### config.mk
export PLATFORM = sky130hd
export DESIGN_NAME = xadc_drp_sched
export DESIGN_NICKNAME = d
export VERILOG_FILES = /design/src/rtl/xadc_drp_sched_pkg.sv /design/src/rtl/xadc_scan_timer.sv /design/src/rtl/xadc_drp_sched.sv
export SDC_FILE = /design/constraint.sdc
export NUM_CORES = 1
export LEC_CHECK = 0
export ABC_AREA = 1
export CORE_MARGIN = 5
export CORE_UTILIZATION = 48
export DETAILED_ROUTE_END_ITERATION = 12
export PLACE_DENSITY = 0.84
export SLEW_MARGIN = 20
export SYNTH_ARGS = -nofsm -noshare
export SYNTH_HDL_FRONTEND = slang
export SYNTH_SLANG_ARGS = --single-unit
### constraint.sdc
create_clock -name wb_clk_i -period 2 [get_ports wb_clk_i]
set_clock_uncertainty 0.15 [all_clocks]
set_input_delay 0.3 -clock wb_clk_i [delete_from_list [all_inputs] [get_ports wb_clk_i]]
set_output_delay 0.3 -clock wb_clk_i [all_outputs]
set_load 0.1 [all_outputs]
### src/rtl/xadc_drp_sched_pkg.sv
// Shared types and constants for the XADC DRP scheduler: FSM state codes,
// grant owner, scan address list and the slice of DRP data kept as a reading.
package xadc_drp_sched_pkg;

  typedef logic [1:0] state_t;
  localparam state_t ST_IDLE  = 2'd0;
  localparam state_t ST_ISSUE = 2'd1;
  localparam state_t ST_WAIT  = 2'd2;
  localparam state_t ST_RESP  = 2'd3;

  typedef enum logic {
    GRANT_SCAN = 1'b0,
    GRANT_HOST = 1'b1
  } grant_t;

  localparam int SCAN_LEN = 4;

  localparam logic [6:0] ADDR_TEMP   = 7'h00;
  localparam logic [6:0] ADDR_VCCINT = 7'h01;
  localparam logic [6:0] ADDR_VCCAUX = 7'h02;
  localparam logic [6:0] ADDR_VBRAM  = 7'h06;

  localparam int RES_MSB = 15;
  localparam int RES_LSB = 4;

  function automatic logic [6:0] scan_addr(input logic [1:0] idx);
    case (idx)
      2'd0:    scan_addr = ADDR_TEMP;
      2'd1:    scan_addr = ADDR_VCCINT;
      2'd2:    scan_addr = ADDR_VCCAUX;
      default: scan_addr = ADDR_VBRAM;
    endcase
  endfunction

endpackage

### src/rtl/xadc_scan_timer.sv
// Periodic scan timer: a down-counter that only advances while scan_en_i is
// high and emits tick_o in the cycle it sits at zero, then reloads.
module xadc_scan_timer #(
  parameter int SCAN_PERIOD = 100000
) (
  input  logic wb_clk_i,
  input  logic wb_rst_i,
  input  logic scan_en_i,
  output logic tick_o
);

  localparam int CW = $clog2(SCAN_PERIOD);
  localparam logic [CW-1:0] RELOAD = CW'(SCAN_PERIOD - 1);

  logic [CW-1:0] count;

  assign tick_o = scan_en_i && (count == '0);

  always_ff @(posedge wb_clk_i) begin
    if (wb_rst_i) begin
      count <= RELOAD;
    end else if (scan_en_i) begin
      if (count == '0) count <= RELOAD;
      else             count <= count - 1'b1;
    end
  end

endmodule

### src/rtl/xadc_drp_sched.sv
// XADC DRP arbiter/sequencer: shares the DRP between a host requester and a
// periodic sensor scanner. Optional DRDY timeout: define XADC_DRP_TIMEOUT_EN.
module xadc_drp_sched
  import xadc_drp_sched_pkg::*;
#(
  parameter int SCAN_PERIOD = 100000,
  parameter int TIMEOUT     = 255
) (
  input  logic        wb_clk_i,
  input  logic        wb_rst_i,
  input  logic        scan_en_i,
  input  logic        host_req_i,
  input  logic        host_we_i,
  input  logic [6:0]  host_addr_i,
  input  logic [15:0] host_dat_i,
  output logic [15:0] host_dat_o,
  output logic        host_ack_o,
  output logic        host_err_o,
  output logic        drp_den_o,
  output logic        drp_dwe_o,
  output logic [6:0]  drp_daddr_o,
  output logic [15:0] drp_di_o,
  input  logic [15:0] drp_do_i,
  input  logic        drp_drdy_i,
  input  logic        jtag_locked_i,
  output logic [11:0] temp_o,
  output logic [11:0] vccint_o,
  output logic [11:0] vccaux_o,
  output logic [11:0] vbram_o,
  output logic        scan_valid_o,
  output logic        scan_done_o,
  output logic [1:0]  dbg_state_o
);

  if (SCAN_PERIOD < 16 || TIMEOUT < 4) begin : g_bad_param
    $error("xadc_drp_sched: SCAN_PERIOD must be >= 16 and TIMEOUT >= 4");
  end

  // Handshakes: host_req_i is a level the requester holds until it sees the
  // one-cycle host_ack_o or host_err_o; it is ignored in that cycle. The DRP
  // side is a one-cycle drp_den_o answered later by a one-cycle drp_drdy_i.

  state_t        state;
  grant_t        grant;
  grant_t        last_grant;
  logic          cur_we;
  logic [6:0]    cur_addr;
  logic [15:0]   cur_di;
  logic [15:0]   rdata;
  logic [1:0]    scan_idx;
  logic          scan_pending;
  logic          err_q;
  logic          tick;
  logic          host_req_eff;
  logic          pick_host;
  logic          pick_scan;
  logic          scan_last;

`ifdef XADC_DRP_TIMEOUT_EN
  localparam int TW = $clog2(TIMEOUT);
  logic [TW-1:0] wait_cnt;
`endif

  xadc_scan_timer #(
    .SCAN_PERIOD (SCAN_PERIOD)
  ) u_timer (
    .wb_clk_i  (wb_clk_i),
    .wb_rst_i  (wb_rst_i),
    .scan_en_i (scan_en_i),
    .tick_o    (tick)
  );

  assign host_req_eff = host_req_i && !host_ack_o && !err_q;
  // On contention the requester that did not win last time gets the DRP.
  assign pick_host    = host_req_eff && (!scan_pending || last_grant == GRANT_SCAN);
  assign pick_scan    = scan_pending && !pick_host;
  assign scan_last    = (scan_idx == 2'(SCAN_LEN - 1));

  assign drp_den_o   = (state == ST_ISSUE);
  assign drp_dwe_o   = drp_den_o && cur_we;
  assign drp_daddr_o = drp_den_o ? cur_addr : 7'h00;
  assign drp_di_o    = drp_den_o ? cur_di : 16'h0000;

  assign host_ack_o  = (state == ST_RESP) && (grant == GRANT_HOST);
  assign host_dat_o  = (host_ack_o && !cur_we) ? rdata : 16'h0000;
  assign host_err_o  = err_q;
  assign scan_done_o = (state == ST_RESP) && (grant == GRANT_SCAN) && scan_last;
  assign dbg_state_o = state;

  always_ff @(posedge wb_clk_i) begin
    if (wb_rst_i) begin
      state        <= ST_IDLE;
      grant        <= GRANT_SCAN;
      last_grant   <= GRANT_SCAN;
      cur_we       <= 1'b0;
      cur_addr     <= 7'h00;
      cur_di       <= 16'h0000;
      rdata        <= 16'h0000;
      scan_idx     <= 2'd0;
      scan_pending <= 1'b0;
      scan_valid_o <= 1'b0;
      err_q        <= 1'b0;
      temp_o       <= 12'h000;
      vccint_o     <= 12'h000;
      vccaux_o     <= 12'h000;
      vbram_o      <= 12'h000;
`ifdef XADC_DRP_TIMEOUT_EN
      wait_cnt     <= '0;
`endif
    end else begin
      err_q <= 1'b0;
      // A tick while a scan is pending or running is dropped; scan_pending
      // stays set until the last entry (or an abort), so it covers both.
      if (tick && !scan_pending) scan_pending <= 1'b1;

      case (state)
        ST_IDLE: begin
          if (jtag_locked_i) begin
            if (host_req_eff) err_q <= 1'b1;
          end else if (pick_host) begin
            grant      <= GRANT_HOST;
            last_grant <= GRANT_HOST;
            cur_we     <= host_we_i;
            cur_addr   <= host_addr_i;
            cur_di     <= host_dat_i;
            state      <= ST_ISSUE;
          end else if (pick_scan) begin
            grant      <= GRANT_SCAN;
            last_grant <= GRANT_SCAN;
            cur_we     <= 1'b0;
            cur_addr   <= scan_addr(scan_idx);
            cur_di     <= 16'h0000;
            state      <= ST_ISSUE;
          end
        end

        ST_ISSUE: begin
`ifdef XADC_DRP_TIMEOUT_EN
          wait_cnt <= '0;
`endif
          state <= ST_WAIT;
        end

        ST_WAIT: begin
          if (drp_drdy_i) begin
            rdata <= drp_do_i;
            state <= ST_RESP;
          end
`ifdef XADC_DRP_TIMEOUT_EN
          else if (wait_cnt == TW'(TIMEOUT - 1)) begin
            state <= ST_IDLE;
            if (grant == GRANT_HOST) begin
              err_q <= 1'b1;
            end else begin
              scan_idx     <= 2'd0;
              scan_pending <= 1'b0;
            end
          end else begin
            wait_cnt <= wait_cnt + 1'b1;
          end
`endif
        end

        ST_RESP: begin
          state <= ST_IDLE;
          if (grant == GRANT_SCAN) begin
            case (scan_idx)
              2'd0:    temp_o   <= rdata[RES_MSB:RES_LSB];
              2'd1:    vccint_o <= rdata[RES_MSB:RES_LSB];
              2'd2:    vccaux_o <= rdata[RES_MSB:RES_LSB];
              default: vbram_o  <= rdata[RES_MSB:RES_LSB];
            endcase
            if (scan_last) begin
              scan_idx     <= 2'd0;
              scan_pending <= 1'b0;
              scan_valid_o <= 1'b1;
            end else begin
              scan_idx <= scan_idx + 2'd1;
            end
          end
        end

        default: state <= ST_IDLE;
      endcase
    end
  end

endmodule

Word-level counts from Yosys, hierarchy flattened

Cells that the tools add are included.

Register bits: 113

Add/subtract/negate cells: 2
Equal/unequal tests: 9
Mux-type cells: 23
Bitwise gates (word level): 4
Reduce and logical (&&, ||, !) cells: 32

Operators with widths:

| cell                                                                  | count |
|---|---|
| 16-bit two-way mux                                                    | 4 |
| 7-bit two-way mux                                                     | 3 |
| 3-bit AND reduction                                                   | 7 |
| 17-bit logical NOT                                                    | 1 |
| 17-bit two-way mux                                                    | 1 |
| 17-bit by 1-bit subtractor with 17-bit output, second input constant  | 1 |
| 1-bit logical AND                                                     | 11 |
| 2-bit two-way mux                                                     | 5 |
| 3-bit case mux with 3 select lines                                    | 1 |
| 2-bit equality test, second input constant                            | 4 |
| 1-bit two-way mux                                                     | 8 |
| 2-bit case mux with 4 select lines                                    | 1 |
| 3-bit OR reduction                                                    | 2 |
| 1-bit logical NOT                                                     | 5 |
| 2-bit by 1-bit equality test with 1-bit output, second input constant | 2 |
| 2-bit logical NOT                                                     | 2 |
| 2-bit != test, second input constant                                  | 2 |
| 1-bit inverter                                                        | 4 |
| 2-bit AND reduction                                                   | 2 |
| 3-bit != test, second input constant                                  | 1 |
| 2-bit by 1-bit adder with 2-bit output, second input constant         | 1 |
| 2-bit nonzero test                                                    | 1 |
| 1-bit logical OR                                                      | 1 |

Longest topological paths before layout

Gate-level depths: netlist of run 1.

Depth in word-level cells: 12
Mapped depth: 10

Hierarchy

Synthesis of run 1 repeated with hierarchy kept, for this count alone.

Cells, all modules: 706
Area total of the unflattened synthesis: 5067.4 sq um

By module, submodules not included:

| module          | instances | cells an instance | area an instance (sq um) | sequential area each (sq um) |
|---|---|---|---|---|
| xadc_drp_sched  | 1         | 570               | 4150.2                   | 1921.8 |
| xadc_scan_timer | 1         | 136               | 917.1                    | 340.3 |

Least setup slack after synthesis of run 1

Ideal clock, no wire load.

Path type: register -> output
From: register state[1] (netlist: dbg_state_o[1])
To: output host_dat_o[11]
Arrival time: 3.181 ns
Required time: 1.550 ns
Setup slack: -1.631 ns
Cell stages (with the launch flop): 7
Buffers on the path: 2
Cells stage by stage: dfxtp_1 > ha_1 > nand2_2 > or2_2 > buf_6 > buf_6 > nor2_1

Word-level cells in the longest chain between the ends: 4

RTL lines:

| what                   | line                  | source |
|---|---|---|
| from (decl)            | xadc_drp_sched.sv:43  | `state_t state;` |
| from (signal assigned) | xadc_drp_sched.sv:92  | `state <= ST_IDLE;` |
| from (signal assigned) | xadc_drp_sched.sv:126 | `state <= ST_ISSUE;` |
| from (signal assigned) | xadc_drp_sched.sv:133 | `state <= ST_ISSUE;` |
| 2-bit equality test    | xadc_drp_sched.sv:84  | `assign host_ack_o = (state == ST_RESP) && (grant == GRANT_HOST);` |
| 1-bit logical AND      | xadc_drp_sched.sv:84  |  |
| 1-bit logical AND      | xadc_drp_sched.sv:85  | `assign host_dat_o = (host_ack_o && !cur_we) ? rdata : 16'h0000;` |
| 16-bit two-way mux     | xadc_drp_sched.sv:85  |  |
| to (decl)              | xadc_drp_sched.sv:16  | `output logic [15:0] host_dat_o,` |

No other way between the ends.

Worst setup path after layout of run 1

From: register state[0] (netlist: dbg_state_o[0])
To: output drp_di_o[8]

Word-level cells in the longest chain between the ends: 2

RTL lines:

| what                                           | line                 | source |
|---|---|---|
| 2-bit by 1-bit equality test with 1-bit output | xadc_drp_sched.sv:79 | `assign drp_den_o = (state == ST_ISSUE);` |
| 16-bit two-way mux                             | xadc_drp_sched.sv:82 | `assign drp_di_o = drp_den_o ? cur_di : 16'h0000;` |
| to (decl)                                      | xadc_drp_sched.sv:22 | `output logic [15:0] drp_di_o,` |

No other way between the ends.

==> results, run 1 <==
- For met2 alone, demand over resource in global routing was 0.420.
- The wire-length estimate of the detail-placed layout is about 10 mm.
- In the global route stage, met1 resource usage came out at 0.292.
- Static timing analysis puts the maximum clock frequency at 449 MHz.
- The launch point of the worst reg-to-reg path is dbg_state_o[1]$_SDFFE_PP0P_.
- The net switching share of the total power is 0.323.
- IR analysis of the VDD net gives a maximum drop of 0.000595 V.
- The worst endpoint data arrival time is 1.78 ns.
- In the layout the commonest cells are nand2_1 (111), dfxtp_1 (110), a21oi_1 (91).
- The static power due to leakage is 0.00340 uW.
- The synthesis warning total is 0.
- Excluding fillers, the count of instances in the completed layout stands at between 900 and 1000.
- The layer flagged by global routing as most heavily used is met2.
- The effective utilization at floorplan is 0.486.
- The number of pins with negative max-slew slack in the final report is 0.
- The chip height is 112 um.
- The region available for standard cell placement spans 10200 um2.
- Of the total power, registers draw 0.324.
- The worst reg2reg path depth is 8.
- The library cell used most frequently in the layout, excluding fill and tap cells, is nand2_1.
- For this run, the total global-route usage over all layers was measured as 0.248.
- The count of routing violations after the opening detailed-route iteration is 275.
- The data required time at the worst endpoint is 1.55 ns.
- The clock transition time at the flip-flop clock pins of the worst setup and hold paths is about 0.06 ns.
- For this design the ratio of total power to cell area is 983 nW/um2.
- The count of boundary I/O pins is 141.
- The multi-input logic area is 2460 um2.
- The total non-filler cell area in the finished layout is 8000 um2.
- The total design power is slightly below 8000 uW.
- The number of clock buffers inserted by TritonCTS is 17.
- Input and output buffers added on the ports amount to 140.
- The synthesized area divided by synthesized cell count is about 7.2 um2.
- The cell count after placement is 940.
- The worst setup path is launched from a register.
- The total congestion overflow is 0.
- The placement-stage cell area is 6990 um2.
- After layout, the worst setup slack is -0.227 ns.
- TritonCTS built the clock tree.
- The sum of negative setup slack is -7.74 ns.
- Of the cells placed in the final design, the portion with a size suffix greater than 1 is 0.285.
- Buffers inserted to repair hold after CTS numbered 0.
- The placement row count is 37.
- Setup repair after global routing could not meet its margin everywhere.
- The number of antenna violations at the first check in global routing is 0.
- The first global-routing pass estimated 25.4 mm of wire.
- The number of synthesized register bits is 113.
- Summing every instance area after synthesis gives between 4000 and 5000 um2.
- The internal power of the cells totals 5330 uW.
- In this run the worst setup path terminates at drp_di_o[8].
- The proportion of power drawn by the clock network is 0.423.
- The worst slew slack as a fraction of its limit is 0.586.
- The worst register-to-register path ends at cur_di[10]$_SDFFE_PP0P_.
- In this run the worst path has a maximum fanout of 6.
- The layout overhead on the synthesized area is 61.6%.
- Synthesis produced a netlist with a net count of 748.
- Dividing the detail-routed via count by the number of cells gives between 5 and 6.
- The tool flagged a number of max-cap violations equal to 0.
- After filler insertion, the fill cell instance count of the layout stands at 601.
- At the end of the flow, the number of nets in the layout was a little under 900.
- The power share of the combinational group is 0.253.
- The most critical setup path has its startpoint at dbg_state_o[0]$_SDFFE_PP0P_.
- In this run the clock root is driven by a clkbuf_8.
- The transition time at the pin with the least slew margin is 0.621 ns.
- The number of antenna diodes in the final layout is 0.
- In the finished design, the share of the clock period the worst path needs comes to 1.11.
- The clock insertion delay at the later pin of the skew report is 0.51 ns.
- The first TritonRoute pass finished after 5 iterations.
- The worst setup path is captured at a primary output.
- The total count of hold-check failures in the final report came to 0.
- The routed via count is 5197.
- Of the synthesized area, sequential elements account for 0.457.
- Routability-driven placement finished with a final weighted congestion of 0.842.
- The detail route stage leaves a number of antenna-violating nets equal to 0.
- The H-tree generated during clock tree synthesis spans 4 levels.
- Setup slack on the worst reg-to-reg path comes out at 0.08 ns.
- The path class of the tightest hold or removal check is in -> reg.
- The via count of the first global-routing pass is approximately 5300.
- The floorplan step set the die width to around 110 um.
- Counting along the longest clock path gives a buffer depth of 2.
- The pin count of the biggest net entering global routing is between 60 and 70.
- The aggregate routed wire length is about 16 mm.
- The total of endpoints with negative setup slack in the final report is 42.
- After layout, the minimum clock period comes to 2.23 ns.
- Counting every instance in the synthesized netlist gives a little under 700.
- The flow ran to the end, but the final reports show violations.
- The checks that failed: negative setup slack.
- After detailed routing, the number of remaining DRC violations is 0.
- The number of sinks on the clock net is between 100 and 150.
- In the final layout, flip-flops and latches occupy 2270 um2.
- The global-route met3 utilization is 0.0777.
- The total net switching power is 2540 uW.
- The final core area utilization is 0.786.
- The average detailed-routed wire length per instance is ~16 um.
- The setup path with the least slack is of type reg -> out.
- After synthesis, the netlist uses 27 different library cells.
- The die covers 12400 um2.
==> cells by family (layout without fill, tap and decap cells) <==
logic type / count (synthesis) / after routing / share of synthesized area
fa+ha+maj: 11 / 11 / 0.0278
simple gates: 302 / 303 / 0.262
compound gates: 125 / 125 / 0.129
buf+inv: 133 / 291 / 0.112
flops: 113 / 113 / 0.457
xor+xnor: 7 / 7 / 0.0124
==> routing by layer <==
metal  wire, um  vias up
met5          0        -
met4        433        0
met3       1290       41
met2       8170      239
met1       6310     2438
li1           -     2479
==> what timing repair did <==
item	CTS	global route
resized for setup	39	22
pin swaps	7	22
endpoints found under the hold margin	0	0
buffers inserted	10	1
endpoints found under the setup margin	41	78
gates cloned	2	1
==> power by group through the flow <==
stage | sequential, uW | clock (uW) | combinational, uW
after floorplan | 2700 | 0 | 934
after global placement | 2580 | 0 | 1470
after detailed placement | 2590 | 0 | 1510
after CTS | 2530 | 3340 | 1810
after global routing | 2560 | 3470 | 2110
final | 2550 | 3330 | 1990
==> worst min path at each step <==
| stage | startpoint | cells after the start | slack (ns) | end |
|---|---|---|---|---|
| 3_5_place_dp | temp_o[8]$_SDFFE_PP0P_ | 2 | 0.31 | temp_o[8]$_SDFFE_PP0P_ |
| 4_1_cts | wb_rst_i | 4 | 0.02 | u_timer.count[6]$_SDFFE_PP0P_ |
| 6_report | wb_rst_i | 4 | 0.03 | u_timer.count[6]$_SDFFE_PP0P_ |
| 3_3_place_gp | vccaux_o[11]$_SDFFE_PP0P_ | 2 | 0.30 | vccaux_o[11]$_SDFFE_PP0P_ |
| 2_1_floorplan | u_timer.count[0]$_SDFFE_PP1P_ | 2 | 0.29 | u_timer.count[0]$_SDFFE_PP1P_ |
| 5_1_grt | wb_rst_i | 4 | 0.05 | u_timer.count[13]$_SDFFE_PP0P_ |
==> cells in the mapped netlist (all sizes together) <==
master / count / area share
a21oi: 92 / 0.095
buf: 20 / 0.026
clkbuf: 19 / 0.014
dfxtp: 113 / 0.46
ha: 11 / 0.028
inv: 94 / 0.071
nand2: 143 / 0.11
nand3: 76 / 0.080
nand4: 3 / 0.0038
nor2: 77 / 0.062
nor3: 1 / 0.0010
o2111ai: 1 / 0.0018
o21ai: 32 / 0.032
or2: 2 / 0.0025
xnor2: 3 / 0.0053
xor2: 4 / 0.0071
==> cell type report <==
class | instances | share of cell area
multi-input cells | 446 | 0.308
flip-flops and latches | 113 | 0.284
repair buffers | 165 | 0.249
inverters | 94 | 0.0564
clock buffers | 18 | 0.0535
clock inverters | 14 | 0.0283
well taps | 136 | 0.0213
==> through the flow <==
step | setup slack [ns] | hold WS, ns
2_1_floorplan | -0.301 | 0.294
3_3_place_gp | 0.0621 | 0.300
3_5_place_dp | -0.0646 | 0.305
4_1_cts | -0.253 | 0.0247
5_1_grt | -0.281 | 0.0544
6_report | -0.227 | 0.0278
==> sequential cells by signal (all words and copies together), names as in the netlist <==
| name | cells |
|---|---|
| cur_addr | 7 |
| cur_di | 16 |
| cur_we | 1 |
| dbg_state_o | 2 |
| host_err_o | 1 |
| last_grant | 1 |
| rdata | 16 |
| scan_idx | 2 |
| scan_pending | 1 |
| scan_valid_o | 1 |
| temp_o | 12 |
| u_timer.count | 17 |
| vbram_o | 12 |
| vccaux_o | 12 |
| vccint_o | 12 |
==> critical path: stages (launching register included) <==
cell and delay [ns]:
dfxtp_4 0.35, buf_4 0.15, ha_4 0.21, clkbuf_16 0.18, nand2_2 0.10, clkinvlp_4 0.10, buf_12 0.17
Note: power is estimated with default switching activity, not from simulation.
==> inputs of run 2 (changes only) <==
Settings changed: CORE_ASPECT_RATIO set to 1.1, CORE_UTILIZATION 48 to 50, PLACE_DENSITY 0.84 to 0.87, SLEW_MARGIN 20 to 5.
Clock period 2 ns to 2.65 ns, I/O delays scaled along.
==> results, run 2 (synthesized netlist as in run 1, its figures left out) <==
- The flow ran to the end, and the final reports show no timing, DRC or antenna violations.
- The library cells used most frequently in the layout, excluding fill and tap cells, are nand2_1 (139), dfxtp_1 (111), a21oi_1 (91).
- Summing all flip-flop and latch instances after layout gives ~2300 um2.
- The die span in x is 105 um.
- Global routing finished with a remaining overflow of 0.
- The non-filler instance count after layout is 946.
- Detailed placement finished with a half-perimeter wire length of 9.73 mm.
- The clock transition time at the flip-flop clock pins of the worst setup and hold paths is 0.05 ns.
- In the finished design, the share of the clock period the worst path needs comes to 0.956.
- The routed length on met3 is 1.30 mm.
- For this block, the routed nets add up to 14.2 mm of wire.
- The floorplan has 38 rows.
- The ratio of cells with drive above 1 in the final layout is 0.217.
- TritonCTS built the clock tree.
- The register with the highest flop count is u_timer.count.
- Setup repair after global routing left no endpoint under its margin.
- The largest fanout of any net on the critical path is 16.
- The total of endpoints with negative setup slack in the final report is 0.
- Summed over all cells, the static leakage comes to 0.00298 uW.
- The worst voltage drop across the vdd grid is 0.000594 V.
- The number of nets in the layout is 874.
- No sink is reached through more buffers than the 2 on the longest clock path.
- The average vias per placed instance is 5.27.
- The via count of the first global-routing pass was 4805.
- The register with the most flip-flops in the layout has 17 of them.
- After routing, the total negative slack on setup checks comes to 0 ns.
- The pin count of the biggest net entering global routing is 61.
- Across every metal layer, demand over resource in global routing totals 0.240.
- The category of the worst setup path capture point is a primary output.
- The first global-routing pass estimated 23.4 mm of wire.
- The shortest period the worst path allows is around 2.5 ns.
- The path class of the tightest hold or removal check is in -> reg.
- In this run the count of I/O pins placed on the die edge is 141.
- The total non-filler cell area in the finished layout is 7390 um2.
- The antenna violation net count after detailed routing is 0.
- The number of antenna diodes in the final layout is 0.
- The clock reaches the later pin of the worst-skew pair after around 0.52 ns.
- The multi-input logic area is 2260 um2.
- The worst setup path is launched from a register.
- The number of clock buffers inserted by TritonCTS is 17.
- The initial utilization of the core area, before any placement, comes to 0.505.
- The layout overhead on the synthesized area is 49.3%.
- In this run the power density over the cells is 691 nW/um2.
- The count of routing violations after the opening detailed-route iteration is roughly 360.
- The count of fill cells added during filler insertion is 673.
- After detailed routing, the average wire length per cell comes to 15.0 um.
- The top metal layer carrying routed signals is met4.
- The worst slew slack as a fraction of its limit is 0.595.
- Data arrives at the worst endpoint at approximately 2.0 ns.
- The post-CTS setup repair buffer count is 0.
- Clock tree synthesis found a total of 113 sinks.
- The clock tree synthesis step divided the H-tree into 4 levels.
- In this run the clock root is driven by a clkbuf_8.
- Max-cap violations in this run came to 0.
- The cell count after placement is 918.
- At the end of the flow the core is filled with cells to 0.755.
- The final weighted congestion in routability-driven placement is 0.862.
- In the post-route analysis, the smallest setup slack over all paths is ~0.12 ns.
- The detailed-routing iteration count for the pre-antenna-repair pass is 5.
- Timing would allow up to 395 MHz.
- In the detailed route, the total length drawn on met2 is 7.04 mm.
- The detailed router placed 4990 vias in this run.
- The die area is ~12000 um2.
- Leaving out fill and tap cells, the most frequent cell in the layout is nand2_1.
- The count of buffers inserted at the top-level ports is 140.
- The critical path is of the reg -> out type.
- The number of antenna violations at the first check in global routing is 0.
- In the final routing, the length of wire on met1 measures around 5.6 mm.
- The post-route DRC violation count is 0.
- At the placement stage, the worst setup path has a slack of 0.341 ns.
- The area of the core region is 9790 um2.
- The data required time at the worst endpoint is roughly 2.1 ns.
- The transition time at the pin with the least slew margin is 0.607 ns.
- The floorplan step set the die height to 114 um.
- The placement-stage cell area is 6830 um2.
- The largest registers in the layout are u_timer.count (17), cur_di (16), rdata (16).
- The number of pins with negative max-slew slack in the final report came to 0.
- The total count of hold-check failures in the final report is 0.
[run 2: cell types whose count changed in the layout (fill, tap and decap cells not counted), moves of 3 or more]
| cell | delta |
|---|---|
| inv_1 | +7 |
| inv_6 | -4 |
| bufinv_16 | -4 |
| clkinv_2 | +3 |
| clkinvlp_4 | -6 |
| buf_12 | -6 |
| nand2_2 | -7 |
| clkinv_4 | -3 |
| buf_4 | -9 |
| clkbuf_8 | +3 |
| nand2_1 | +28 |
| nand2_4 | -21 |
[run 2: critical path: stages (launching register included)]
cell,delay [ns]
dfxtp_4,0.37
ha_1,0.18
nand2_2,0.10
or2_4,0.42
nor2_4,0.19
buf_12,0.18
[run 2: power breakdown]
group	switching (uW)	internal, uW
Sequential	104	1810
Clock	730	1370
Combinational	779	317
Total	1610	3500
[run 2: per-stage QoR]
stage | hold WS (ns) | total power [uW]
floorplan | 0.294 | 2690
global placement | 0.301 | 2970
detailed placement | 0.305 | 3000
CTS | 0.155 | 5110
global route | 0.210 | 5300
finish | 0.164 | 5110
[run 2: path summary, 6_finish.rpt]
kind | from | end | slack (ns) | cells after the start
max | dbg_state_o[0]$_SDFFE_PP0P_ | host_dat_o[12] | 0.12 | 5
max reg2reg | dbg_state_o[0]$_SDFFE_PP0P_ | temp_o[6]$_SDFFE_PP0P_ | 0.67 | 7
min | wb_rst_i | dbg_state_o[1]$_SDFFE_PP0P_ | 0.16 | 4
min reg2reg | vccint_o[3]$_SDFFE_PP0P_ | vccint_o[3]$_SDFFE_PP0P_ | 0.31 | 2
[run 2: per-layer routing]
layer	vias to the layer above	global-route usage
met4	0	0.0870
met1	2297	0.291
met2	233	0.394
met5	-	0
li1	2431	-
met3	29	0.0835
[run 2: final cells by class]
type,instances,area share
multi-input cells,445,0.306
repair buffers,146,0.234
well taps,120,0.0203
clock buffers,23,0.0674
clock inverters,5,0.00711
inverters,94,0.0579
flip-flops and latches,113,0.307
[run 2: timing repair]
action                     4_1_cts  5_1_grt
hold buffers                     0        0
resized for setup                1        1
setup endpoints to repair       16        1
==> inputs of run 3 (changes only) <==
Settings changed: CORE_UTILIZATION 50 to 46, PLACE_DENSITY 0.87 to 0.82, SETUP_SLACK_MARGIN set to 0.3.
==> results, run 3 (synthesized netlist as in run 1, its figures left out) <==
- The flow ran to the end, and the final reports show no timing, DRC or antenna violations.
- The detailed-routing iteration count for the pre-antenna-repair pass is 5.
- The multi-input logic area is ~2300 um2.
- The max capacitance violation total is 0.
- The flip-flop count of the largest register, all copies and words added is 17.
- The worst pin sits at a relative slew slack of 0.487.
- The total power per unit cell area is 700 nW/um2.
- The total count of hold-check failures in the final report is 0.
- The count of boundary I/O pins is 141.
- After floorplanning, the core was divided into 39 placement rows.
- The die covers 12900 um2.
- For the worst-skew pair, the clock arrives at the later sink with an insertion delay of roughly 0.4 ns.
- In the layout the commonest cells are nand2_1 (139), dfxtp_1 (111), a21oi_1 (91).
- The overall global routing resource usage is 0.229.
- The category of the worst setup path capture point is a primary output.
- For this run, the top clock speed supported by timing is ~440 MHz.
- The number of antenna violations at the first check in global routing is 0.
- Dividing the detail-routed wire length by the instance count gives about 15 um.
- The number of nets in the layout is 878.
- The shortest period the worst path allows is 2.29 ns.
- The critical hold path startpoint is wb_rst_i.
- The effective utilization at floorplan is 0.474.
- No sink is reached through more buffers than the 2 on the longest clock path.
- The chip height is roughly 120 um.
- More flip-flops sit in one register than any other, and that register is u_timer.count.
- Compared with the post-synthesis result, the final layout area differs by 50.8%.
- The aggregate routed wire length is 14.3 mm.
- In the routed design, unresolved DRC markers number 0.
- Detailed placement finished with a half-perimeter wire length of 10.2 mm.
- Across all setup checks in the final design, the least slack found is 0.359 ns.
- The detailed router placed 4953 vias in this run.
- The die is 109 um wide.
- The static power due to leakage is 0.00301 uW.
- The antenna violation net count after detailed routing is 0.
- Summed over all nets, wire length on met3 after detailed routing comes to ~1.2 mm.
- Across all register-to-register paths, the minimum setup slack is ~0.73 ns.
- STA puts the critical path data arrival time at 1.74 ns.
- The count of H-tree levels built during CTS is 4.
- Registers take 2270 um2.
- The commonest non-fill, non-tap cell in the layout is nand2_1.
- The total design power is 5230 uW.
- Tracing the worst setup path back leads to its startpoint at dbg_state_o[1]$_SDFFE_PP0P_.
- The count of buffers inserted at the top-level ports is 140.
- The data required time at the worst endpoint is 2.10 ns.
- The clock transition time at the flip-flop clock pins of the worst setup and hold paths is around 0.05 ns.
- The largest registers in the layout are u_timer.count (17), cur_di (16), rdata (16).
- Setup repair after global routing could not meet its margin everywhere.
- The number of sinks on the clock net is 113.
- Of the cells placed in the final design, the portion with a size suffix greater than 1 is 0.227.
- The total congestion overflow is 0.
- Timing analysis after detailed placement gives a worst setup slack of 0.386 ns.
- The path type of the worst setup path is reg -> out.
- The average vias per placed instance is between 5 and 6.
- In this run the worst path has a maximum fanout of 8.
- The antenna diode instance count is 0.
- The layout has 799 filler cells.
- The first routing iteration left 360 violations.
- The number of pins with negative max-slew slack in the final report is 0.
- The worst setup path is launched from a register.
- The area of the core region is 10400 um2.
- The wire length on met2 is 7.09 mm.
- TritonCTS built the clock tree.
- The total of endpoints with negative setup slack in the final report is 0.
- Of the available clock period, the critical path in the final layout requires 0.865.
- The transition time at the pin with the least slew margin is a little under 0.8 ns.
- The top metal layer carrying routed signals is met4.
- The worst min-delay path class is in -> reg.
- Summed over all failing endpoints, the final setup total negative slack is 0 ns.
- The via count of the first global-routing pass is around 5100.
- Buffers inserted during clock tree synthesis total 17.
- The first global-routing pass estimated roughly 24 mm of wire.
- On the final layout, the worst hold slack is 0.285 ns.
- The worst voltage drop across the vdd grid is between 0.0004 and 0.0005 V.
- The pin count of the biggest net entering global routing is 61.
- Clock tree synthesis selected as its root buffer the cell clkbuf_16.
- The wire length on met1 is 5.79 mm.
- In this run the critical register-to-register path is launched from dbg_state_o[1]$_SDFFE_PP0P_.
- At the end of routability-driven placement, the weighted congestion stood at around 0.87.
[run 3: changes by cell type in the layout (fill, tap and decap cells not counted), sizes merged]
cell	change
clkinv	+4
clkinvlp	+1
buf	+3
bufinv	+1
inv	+4
clkbuf	-6
or2	+1
[run 3: area by class of cell]
type / instances / area share
clock buffer: 17 / 0.0570
inverter: 94 / 0.0573
sequential: 113 / 0.304
clock inverter: 15 / 0.0214
timing repair buffer: 149 / 0.230
tap: 143 / 0.0240
multi-input combinational: 446 / 0.307
[run 3: what timing repair did]
item | in CTS | in global routing
hold buffers | 0 | 0
gates resized for setup | 1 | 0
pin swaps | 0 | 2
cloned | 1 | 0
setup endpoints to repair | 15 | 2
buffers inserted | 0 | 1
[run 3: worst paths after layout]
check	to	depth (start not counted)
hold / removal	dbg_state_o[1]$_SDFFE_PP0P_	4
hold reg to reg	temp_o[7]$_SDFFE_PP0P_	2
setup reg to reg	vccint_o[0]$_SDFFE_PP0P_	7
setup / recovery	host_dat_o[10]	5
[run 3: routing by layer]
layer	vias to the layer above	global-route usage
met5	-	0
met4	0	0.0695
met3	23	0.0617
met2	210	0.392
met1	2269	0.278
li1	2451	-
[run 3: power by group]
part	internal, uW	total [uW]	switching (uW)
Clock	1390	2220	830
Sequential	1810	1910	103
Combinational	310	1090	783
[run 3: critical path, cell delays in order, from the launching register on]
cell	delay [ns]
dfxtp_4	0.37
ha_4	0.15
nand2_4	0.09
or2_4	0.38
nor2_4	0.16
buf_12	0.18
[run 3: stage by stage]
stage	instances	util	instance area [um2]
after floorplan	691	-	5200
after global placement	943	0.657	6870
after detailed placement	943	0.657	6870
after CTS	976	0.714	7460
after global routing	977	0.715	7470
final	977	0.715	7470
